[config.mk]
export PLATFORM = sky130hd
export DESIGN_NAME = idli_fetch_m
export DESIGN_NICKNAME = d
export VERILOG_FILES = /design/src/rtl/idli_fetch_m.sv
export SDC_FILE = /design/constraint.sdc
export NUM_CORES = 1
export LEC_CHECK = 0
export ABC_AREA = 0
export BUFFER_PORTS_ARGS = -buffer_cell sky130_fd_sc_hd__buf_2
export CAP_MARGIN = 20
export CORE_MARGIN = 4
export CORE_UTILIZATION = 50
export CTS_CLUSTER_DIAMETER = 50
export DETAILED_ROUTE_END_ITERATION = 8
export PLACE_DENSITY_LB_ADDON = 0.12
export SETUP_SLACK_MARGIN = 0.1
export SLEW_MARGIN = 20
export SYNTH_ARGS = -nofsm -noshare
export SYNTH_HDL_FRONTEND = slang
export SYNTH_SLANG_ARGS = --single-unit
[constraint.sdc]
create_clock -name i_if_gck -period 4.8 [get_ports i_if_gck]
set_input_delay 0.48 -clock i_if_gck [delete_from_list [all_inputs] [get_ports i_if_gck]]
set_output_delay 0.48 -clock i_if_gck [all_outputs]
set_load 0.05 [all_outputs]
[src/rtl/idli_fetch_m.sv]
// idli_fetch_m: instruction fetch stage; buffers nibble-serial memory words and streams them LS slice first.
// Optional feature macro IDLI_FETCH_PREFETCH_EN: up to DEPTH words buffered or in flight (otherwise one).
module idli_fetch_m #(
    parameter int unsigned DEPTH    = 2,
    parameter logic [15:0] RESET_PC = 16'h0000
) (
    input  logic        i_if_gck,
    input  logic        i_if_rst_n,
    output logic [1:0]  o_if_ctr,
    output logic [3:0]  o_if_enc,
    output logic        o_if_enc_vld,
    input  logic        i_if_stall,
    input  logic        i_if_redir,
    input  logic [15:0] i_if_redir_pc,
    output logic        o_if_mem_req,
    output logic [15:0] o_if_mem_addr,
    input  logic        i_if_mem_ack,
    input  logic [3:0]  i_if_mem_data,
    input  logic        i_if_mem_vld
);

`ifdef IDLI_FETCH_PREFETCH_EN
    localparam int unsigned CAP = DEPTH;
`else
    localparam int unsigned CAP = 1;
`endif
    localparam int unsigned CW       = 3;
    localparam logic [CW-1:0] CAP_V  = CW'(CAP);
    localparam logic [1:0] LAST_PTR  = 2'(CAP - 1);

    generate
        if (DEPTH < 1 || DEPTH > 4) begin : g_depth_chk
            $error("idli_fetch_m: DEPTH must be in 1..4");
        end
    endgenerate

    function automatic logic [1:0] ptr_inc(input logic [1:0] p);
        return (p == LAST_PTR) ? 2'd0 : 2'(p + 2'd1);
    endfunction

    logic [1:0]    ctr_q;
    logic [15:0]   pc_q;
    logic [15:0]   fifo_q [4];
    logic [1:0]    head_q, tail_q;
    logic [CW-1:0] cnt_q, infl_q, drop_q;
    logic [11:0]   asm_q;
    logic [1:0]    sc_q;
    logic          armed_q, req_q, vld_q;
    logic [3:0]    enc_q;
    logic [15:0]   word_q;

    logic          ack, beat, last, drop_word, push, pop;
    logic [CW-1:0] cnt_n, infl_n, drop_n;
    logic [CW:0]   occ_n;
    logic [1:0]    head_n, tail_n, nxt_slice;
    logic [15:0]   pc_n, word_n, asm_word;
    logic          req_n, vld_n;
    logic [3:0]    enc_n;

    // Next-state: request/response bookkeeping, buffer pointers, issue and kill.
    always_comb begin
        ack       = i_if_mem_ack & req_q;
        beat      = i_if_mem_vld & armed_q;
        last      = beat & (sc_q == 2'd3);
        drop_word = last & (drop_q != '0);
        push      = last & ~drop_word;
        pop       = (ctr_q == 2'd3) & (cnt_q != '0) & ~i_if_stall & ~i_if_redir;
        asm_word  = {i_if_mem_data, asm_q};
        infl_n    = CW'(infl_q + CW'(ack) - CW'(last));
        cnt_n     = cnt_q;
        head_n    = head_q;
        tail_n    = tail_q;
        drop_n    = drop_q;
        pc_n      = pc_q;
        if (i_if_redir) begin
            // Everything still in flight, including a partial word, is stale.
            cnt_n  = '0;
            head_n = 2'd0;
            tail_n = 2'd0;
            drop_n = infl_n;
            pc_n   = i_if_redir_pc;
        end else begin
            cnt_n  = CW'(cnt_q + CW'(push) - CW'(pop));
            head_n = pop  ? ptr_inc(head_q) : head_q;
            tail_n = push ? ptr_inc(tail_q) : tail_q;
            drop_n = CW'(drop_q - CW'(drop_word));
            pc_n   = ack ? 16'(pc_q + 16'd1) : pc_q;
        end
        occ_n     = {1'b0, cnt_n} + {1'b0, infl_n};
        req_n     = occ_n < {1'b0, CAP_V};

        nxt_slice = 2'(ctr_q + 2'd1);
        word_n    = word_q;
        vld_n     = vld_q;
        enc_n     = 4'd0;
        if (i_if_redir) begin
            vld_n = 1'b0;
        end else if (ctr_q == 2'd3) begin
            vld_n  = pop;
            word_n = fifo_q[head_q];
            enc_n  = pop ? fifo_q[head_q][3:0] : 4'd0;
        end else if (vld_q) begin
            enc_n = word_q[{nxt_slice, 2'b00} +: 4];
        end
    end

    always_ff @(posedge i_if_gck) begin
        if (!i_if_rst_n) begin
            ctr_q   <= 2'd0;
            pc_q    <= RESET_PC;
            head_q  <= 2'd0;
            tail_q  <= 2'd0;
            cnt_q   <= '0;
            infl_q  <= '0;
            drop_q  <= '0;
            sc_q    <= 2'd0;
            armed_q <= 1'b0;
            req_q   <= 1'b0;
            vld_q   <= 1'b0;
            enc_q   <= 4'd0;
        end else begin
            ctr_q   <= 2'(ctr_q + 2'd1);
            pc_q    <= pc_n;
            head_q  <= head_n;
            tail_q  <= tail_n;
            cnt_q   <= cnt_n;
            infl_q  <= infl_n;
            drop_q  <= drop_n;
            sc_q    <= beat ? 2'(sc_q + 2'd1) : sc_q;
            armed_q <= armed_q | ack;
            req_q   <= req_n;
            vld_q   <= vld_n;
            enc_q   <= enc_n;
        end
    end

    // Data-only storage; validity is tracked by the reset counters above.
    always_ff @(posedge i_if_gck) begin
        word_q <= word_n;
        if (push && !i_if_redir) begin
            fifo_q[tail_q] <= asm_word;
        end
        if (beat) begin
            case (sc_q)
                2'd0:    asm_q[3:0]  <= i_if_mem_data;
                2'd1:    asm_q[7:4]  <= i_if_mem_data;
                2'd2:    asm_q[11:8] <= i_if_mem_data;
                default: asm_q       <= asm_q;
            endcase
        end
    end

    assign o_if_ctr      = ctr_q;
    assign o_if_enc      = enc_q;
    assign o_if_enc_vld  = vld_q;
    assign o_if_mem_req  = req_q;
    assign o_if_mem_addr = pc_q;

endmodule

=== Word-level counts from Yosys, hierarchy flattened ===
Memory sizes are Yosys's and may differ from the RTL's. A register that Yosys moved wholly into a read port is not among the register bits.
Index checks and enable logic that the tools add are counted.
W data, S select, Z words.

* Add/sub/neg operators: 11
* $mul: 0
* Divide/modulo/power cells: 0
* Magnitude comparators: 1
* Eq/ne operators: 4
* Shifts and indexed selects: 1
* Mux-type cells: 13
* Bitwise gates (word level): 13
* Reductions and logical operators: 13

{| class="wikitable"
|+ Operators with widths
! cell !! count
|-
| $mux W16 || 2
|-
| $add A16 B1 Y16 const B || 1
|-
| $shiftx A16 B5 Y4 || 1
|-
| $mux W4 || 3
|-
| $sub A3 B1 Y3 || 3
|-
| $add A2 B1 Y2 const B || 4
|-
| $and A1 B1 Y1 || 8
|-
| $mux W2 || 4
|-
| $reduce_and A2 Y1 || 4
|-
| $add A3 B1 Y3 || 2
|-
| $eq A2 B2 Y1 const B || 3
|-
| $logic_not A2 Y1 || 3
|-
| $mux W3 || 2
|-
| $reduce_bool A3 Y1 || 2
|-
| $add A3 B3 Y4 || 1
|-
| $lt A4 B1 Y1 const B || 1
|-
| $not A1 Y1 || 4
|-
| $eq A2 B1 Y1 const B || 1
|-
| $mux W1 || 2
|-
| $reduce_bool A2 Y1 || 1
|-
| $reduce_or A2 Y1 || 1
|-
| $logic_and A1 B1 Y1 || 1
|-
| $logic_not A1 Y1 || 1
|-
| $or A1 B1 Y1 || 1
|}

* Register bits: 68
* Latch bits: 0
* Bits in writable memories: 64
* Memory bits (read-only): 0
* Input port bits: 26
* Output and inout port bits: 24
* Word-level logic and storage cells: 73
* Memories kept: 1

{| class="wikitable"
|+ Memory list
! memory !! words !! bits a word !! read ports !! clocked after Yosys merged registers in !! write ports !! RTL line !! RTL
|-
| fifo_q || 4 || 16 || 1 || 1 || 1 || 43 || <nowiki>logic [15:0] fifo_q [4];</nowiki>
|}

=== Longest topological paths before layout ===
* Word-level depth: 10
* Gate-level depth with buffers: 14
* Gate-level depth less buffers: 14

=== Least setup slack after synthesis ===
Ideal clock, no wire load.

* Path type: flip-flop to flip-flop
* Start: register ctr_q[0], in the netlist o_if_ctr[0]
* End: register req_q, in the netlist o_if_mem_req
* Setup time: 70 ps
* Data arrival time: 4,379 ps
* Required time: 4,730 ps
* Setup slack: 352 ps
* Cell stages (with the launch flop): 13
* Path buffers: 0
* Clock period less this slack: 4,448 ps
* Path through: dfxtp_1 ha_1 nor2b_1 nor3b_2 ha_1 inv_1 ha_1 inv_1 fa_1 or2_2 fa_1 nand4bb_1 a21oi_1

* Word-level cells in the longest chain between the ends: 8

{| class="wikitable"
|+ Ends and longest elaborated chain
! element !! RTL line !! RTL
|-
| start: declaration || 41 || <nowiki>logic [1:0] ctr_q;</nowiki>
|-
| start signal: assignment || 122 || <nowiki>ctr_q <= 2'(ctr_q + 2'd1);</nowiki>
|-
| $eq A2 B2 Y1 || 67 || <nowiki>pop = (ctr_q == 2'd3) & (cnt_q != '0) & ~i_if_stall & ~i_if_redir;</nowiki>
|-
| $and A1 B1 Y1 (3 in a row) || 67 ||
|-
| named net pop || 52 || <nowiki>logic ack, beat, last, drop_word, push, pop;</nowiki>
|-
| $sub A3 B1 Y3 || 83 || <nowiki>cnt_n = CW'(cnt_q + CW'(push) - CW'(pop));</nowiki>
|-
| $mux W3 || 75 || <nowiki>if (i_if_redir) begin</nowiki>
|-
| $add A3 B3 Y4 || 89 || <nowiki>occ_n = {1'b0, cnt_n} + {1'b0, infl_n};</nowiki>
|-
| $lt A4 B1 Y1 || 90 || <nowiki>req_n = occ_n < {1'b0, CAP_V};</nowiki>
|-
| end signal: assignment || 131 || <nowiki>req_q <= req_n;</nowiki>
|-
| end: declaration || 48 || <nowiki>logic armed_q, req_q, vld_q;</nowiki>
|}

The timed path passes the listed nets, and every way through them passes these cells.
A chain may end at the register's enable or synchronous reset.

=== Worst setup path in the final report ===
Ends and elaborated chain as after synthesis.

==> flow_summary.json <==
{
  "vias_per_cell": 5.39,
  "reg2reg_from": "o_if_ctr[0]",
  "clkLatencyLatePin_ns": 0.52,
  "dr.pass1.iters": 4,
  "min_path_type": "in2reg",
  "maxCapViolCount": 0,
  "numCtsBuffers": 17,
  "reg2reg_slack_ns": 0.74,
  "drive_above_1_share_pct": 24.8,
  "drv_slew": 0,
  "die_w_um": 112,
  "whs_ns": 0.194,
  "clockRootBuffer": "clkbuf_8",
  "grt_pass1_vias": 3133,
  "fp.coreArea_um2": 10500,
  "worstHoldPathCells": 2,
  "rsz0062_at_grt": "no",
  "power_density_nw_per_um2": 427,
  "vias": 3054,
  "drt_iter0_drc": 224,
  "hpwl_mm": 6.44,
  "seq_area_frac_synth_pct": 66.3,
  "critical_path.startpoint": "o_if_ctr[0]",
  "synthCells": 359,
  "worst_pin_slew_ns": 0.904,
  "wire_per_inst_um": 17.5,
  "cts_tree": "done",
  "drt_wl_total_mm": 9.93,
  "required_ns": 5.25,
  "worstSetupEndpointType": "register",
  "fin_worst_skew_ns": 0.00601,
  "grt_pass1_wl_mm": 16.2,
  "grt_max_degree": 32,
  "cp_max_fo": 17,
  "num_antenna_cells": 0,
  "io_pins": 50,
  "max_slew_margin_pct": 39.6,
  "min-delay-start": "i_if_redir_pc[2]",
  "die_h_um": 112,
  "fill_cells": 787,
  "avgSynthCellArea_um2": 15.1,
  "fmax_mhz": 246,
  "cts_sinks": 134,
  "synth_flop_cell": "edfxtp_1",
  "setup_viol": 0,
  "regToRegEndpoint": "o_if_mem_req",
  "cp_common_cell": "ha_1",
  "setup-tns-final_ns": 0,
  "syn_area_um2": 5440,
  "clockBufferDepth": 2,
  "cp.arrival_ns": 4.51,
  "yosysWarnings": 0,
  "synth-seq-cells": 134,
  "ys_types": 38,
  "wl_met1_mm": 4.83,
  "antenna_left": 0,
  "irDropWorstVdd_mv": 0.325,
  "crit_end": "o_if_mem_req",
  "wl_met3_um": 483,
  "highest_layer": "met4",
  "final_core_util_pct": 61.3,
  "globalRouteOverflowTotal": 0,
  "fin_crit_ns": 4.06,
  "r2r_cells": 13,
  "cts_setup_buffers": 0,
  "postCtsHoldBufs": 0,
  "wl_met2_mm": 4.48,
  "hold_viol_final": 0,
  "start_util_pct": 52.0,
  "synth_edf_count": 92,
  "crit_path_cell_trace": "ha_1, nor2b_1, buf_4, nor3b_2, ha_1, inv_1, ha_1, inv_1, fa_1, or2_2, fa_1, nand4bb_1, a21oi_1",
  "area_delta_synth_final_pct": 18.0,
  "numPortBuffers": 49,
  "power_leakage_nw": 2.38,
  "synth_nets": 409,
  "critPathKind": "reg2reg",
  "cts_resized": 0,
  "fp-row-count": 37,
  "crit_slowest_cell": "nor3b_2",
  "async_reset_ff_share_pct": 0,
  "max_stage_delay_ns": 0.59,
  "htree_levels": 4,
  "grt_antenna_before_repair": 0,
  "startpoint_type": "register",
  "clk_pin_slew_ns": 0.06,
  "drc_errors": 0,
  "status": "completed",
  "die-area_um2": 12600,
  "final_nets": 468,
  "timing.final.crit_share_pct": 84.5,
  "place_congestion": 0.778,
  "grt.total_usage_pct": 16.8
}
[synthesized netlist by cell type (all sizes together) (10+ instances only)]
library cell	n	area (um2)
a21oi	10	50.1
and2	12	75.1
dfxtp	42	841
edfxtp	92	2760
ha	21	263
inv	18	67.6
mux4	20	450
nand2	14	52.6
nor2	15	56.3
o21ai	14	70.1
xnor2	12	105
[how the worst min path moves through the flow]
stage,endpoint,slack (ns)
6_report,o_if_mem_addr[2],0.19
5_1_grt,o_if_mem_addr[2],0.18
4_1_cts,o_if_mem_addr[2],0.17
3_5_place_dp,fifo_q[2][5],0.48
3_3_place_gp,fifo_q[2][7],0.47
2_1_floorplan,fifo_q[0][0],0.46
[placed cells by master, fill, tap and decap left out, drive strengths merged, types with 4 or more instances in the layout]
cell / n
inv: 21
ha: 21
and3: 8
xor2: 6
a21oi: 10
nand4: 8
mux2i: 5
mux4: 20
clkinvlp: 4
xnor2: 12
clkinv: 6
nand2b: 4
nand3: 7
dfxtp: 42
edfxtp: 92
nand2: 14
nor2: 15
a22oi: 4
clkbuf: 17
o21ai: 14
buf: 51
nor2b: 8
and2: 12
[sequential cells by signal, indices dropped and copies added, names as in the netlist, 2 cells and up, named ones only]
register / flops
tail_q: 2
o_if_enc: 4
o_if_ctr: 2
fifo_q: 64
sc_q: 2
drop_q: 3
asm_q: 12
cnt_q: 3
infl_q: 3
word_q: 16
o_if_mem_addr: 16
head_q: 2
[logic make-up (layout without fill, tap and decap cells)]
logic type,count (synthesis),in the layout,synth area share (%)
DFF,134,134,66.3
and+or+nand+nor,91,91,9.34
AOI/OAI and AO/OA,37,37,4.21
buffers and inverters,30,102,2.14
muxes,25,25,9.20
adders and majority gates,24,24,5.94
xor gates and xnor gates,18,18,2.90
[power breakdown]
group,internal [W],switching (W)
Sequential,0.00125,0.0000297
Clock,0.000793,0.000494
Combinational,0.0000598,0.000110
Total,0.00211,0.000633
[worst max-delay path, delay by kind of cell, from the launching register on]
| kind | cells | cell delay (ns) |
|---|---|---|
| AO/OA/AOI/OAI | 1 | 0.14 |
| adder cells (fa/ha/maj) | 5 | 1.77 |
| buffers and inverters | 3 | 0.36 |
| flip-flops | 1 | 0.53 |
| AND/OR/NAND/NOR | 4 | 1.19 |
[layer usage]
metal / vias up / track usage, %
met4: 0 / 6.73
met1: 1516 / 23.6
met5: - / 0
met3: 12 / 4.58
met2: 63 / 25.0
li1: 1463 / -
[final cells by class]
| class | count | area [um2] | share of cell area [%] |
|---|---|---|---|
| Timing Repair Buffer | 51 | 260 | 4.06 |
| Tap cell | 136 | 170 | 2.65 |
| Sequential cell | 134 | 3600 | 56.2 |
| Clock inverter | 15 | 179 | 2.79 |
| Inverter | 19 | 71.3 | 1.11 |
| Clock buffer | 17 | 414 | 6.45 |
| Multi-Input combinational cell | 195 | 1720 | 26.8 |
[through the flow]
| step | cells | setup WS [ns] | total power (W) | area [um2] |
|---|---|---|---|---|
| 2_1_floorplan | 359 | 0.352 | 0.00142 | 5440 |
| 3_3_place_gp | 535 | 0.955 | 0.00147 | 5820 |
| 3_5_place_dp | 535 | 0.772 | 0.00148 | 5820 |
| 4_1_cts | 567 | 0.660 | 0.00276 | 6420 |
| 5_1_grt | 567 | 0.466 | 0.00284 | 6420 |
| 6_report | 567 | 0.742 | 0.00274 | 6420 |
Power figures use the tool's default switching activity.
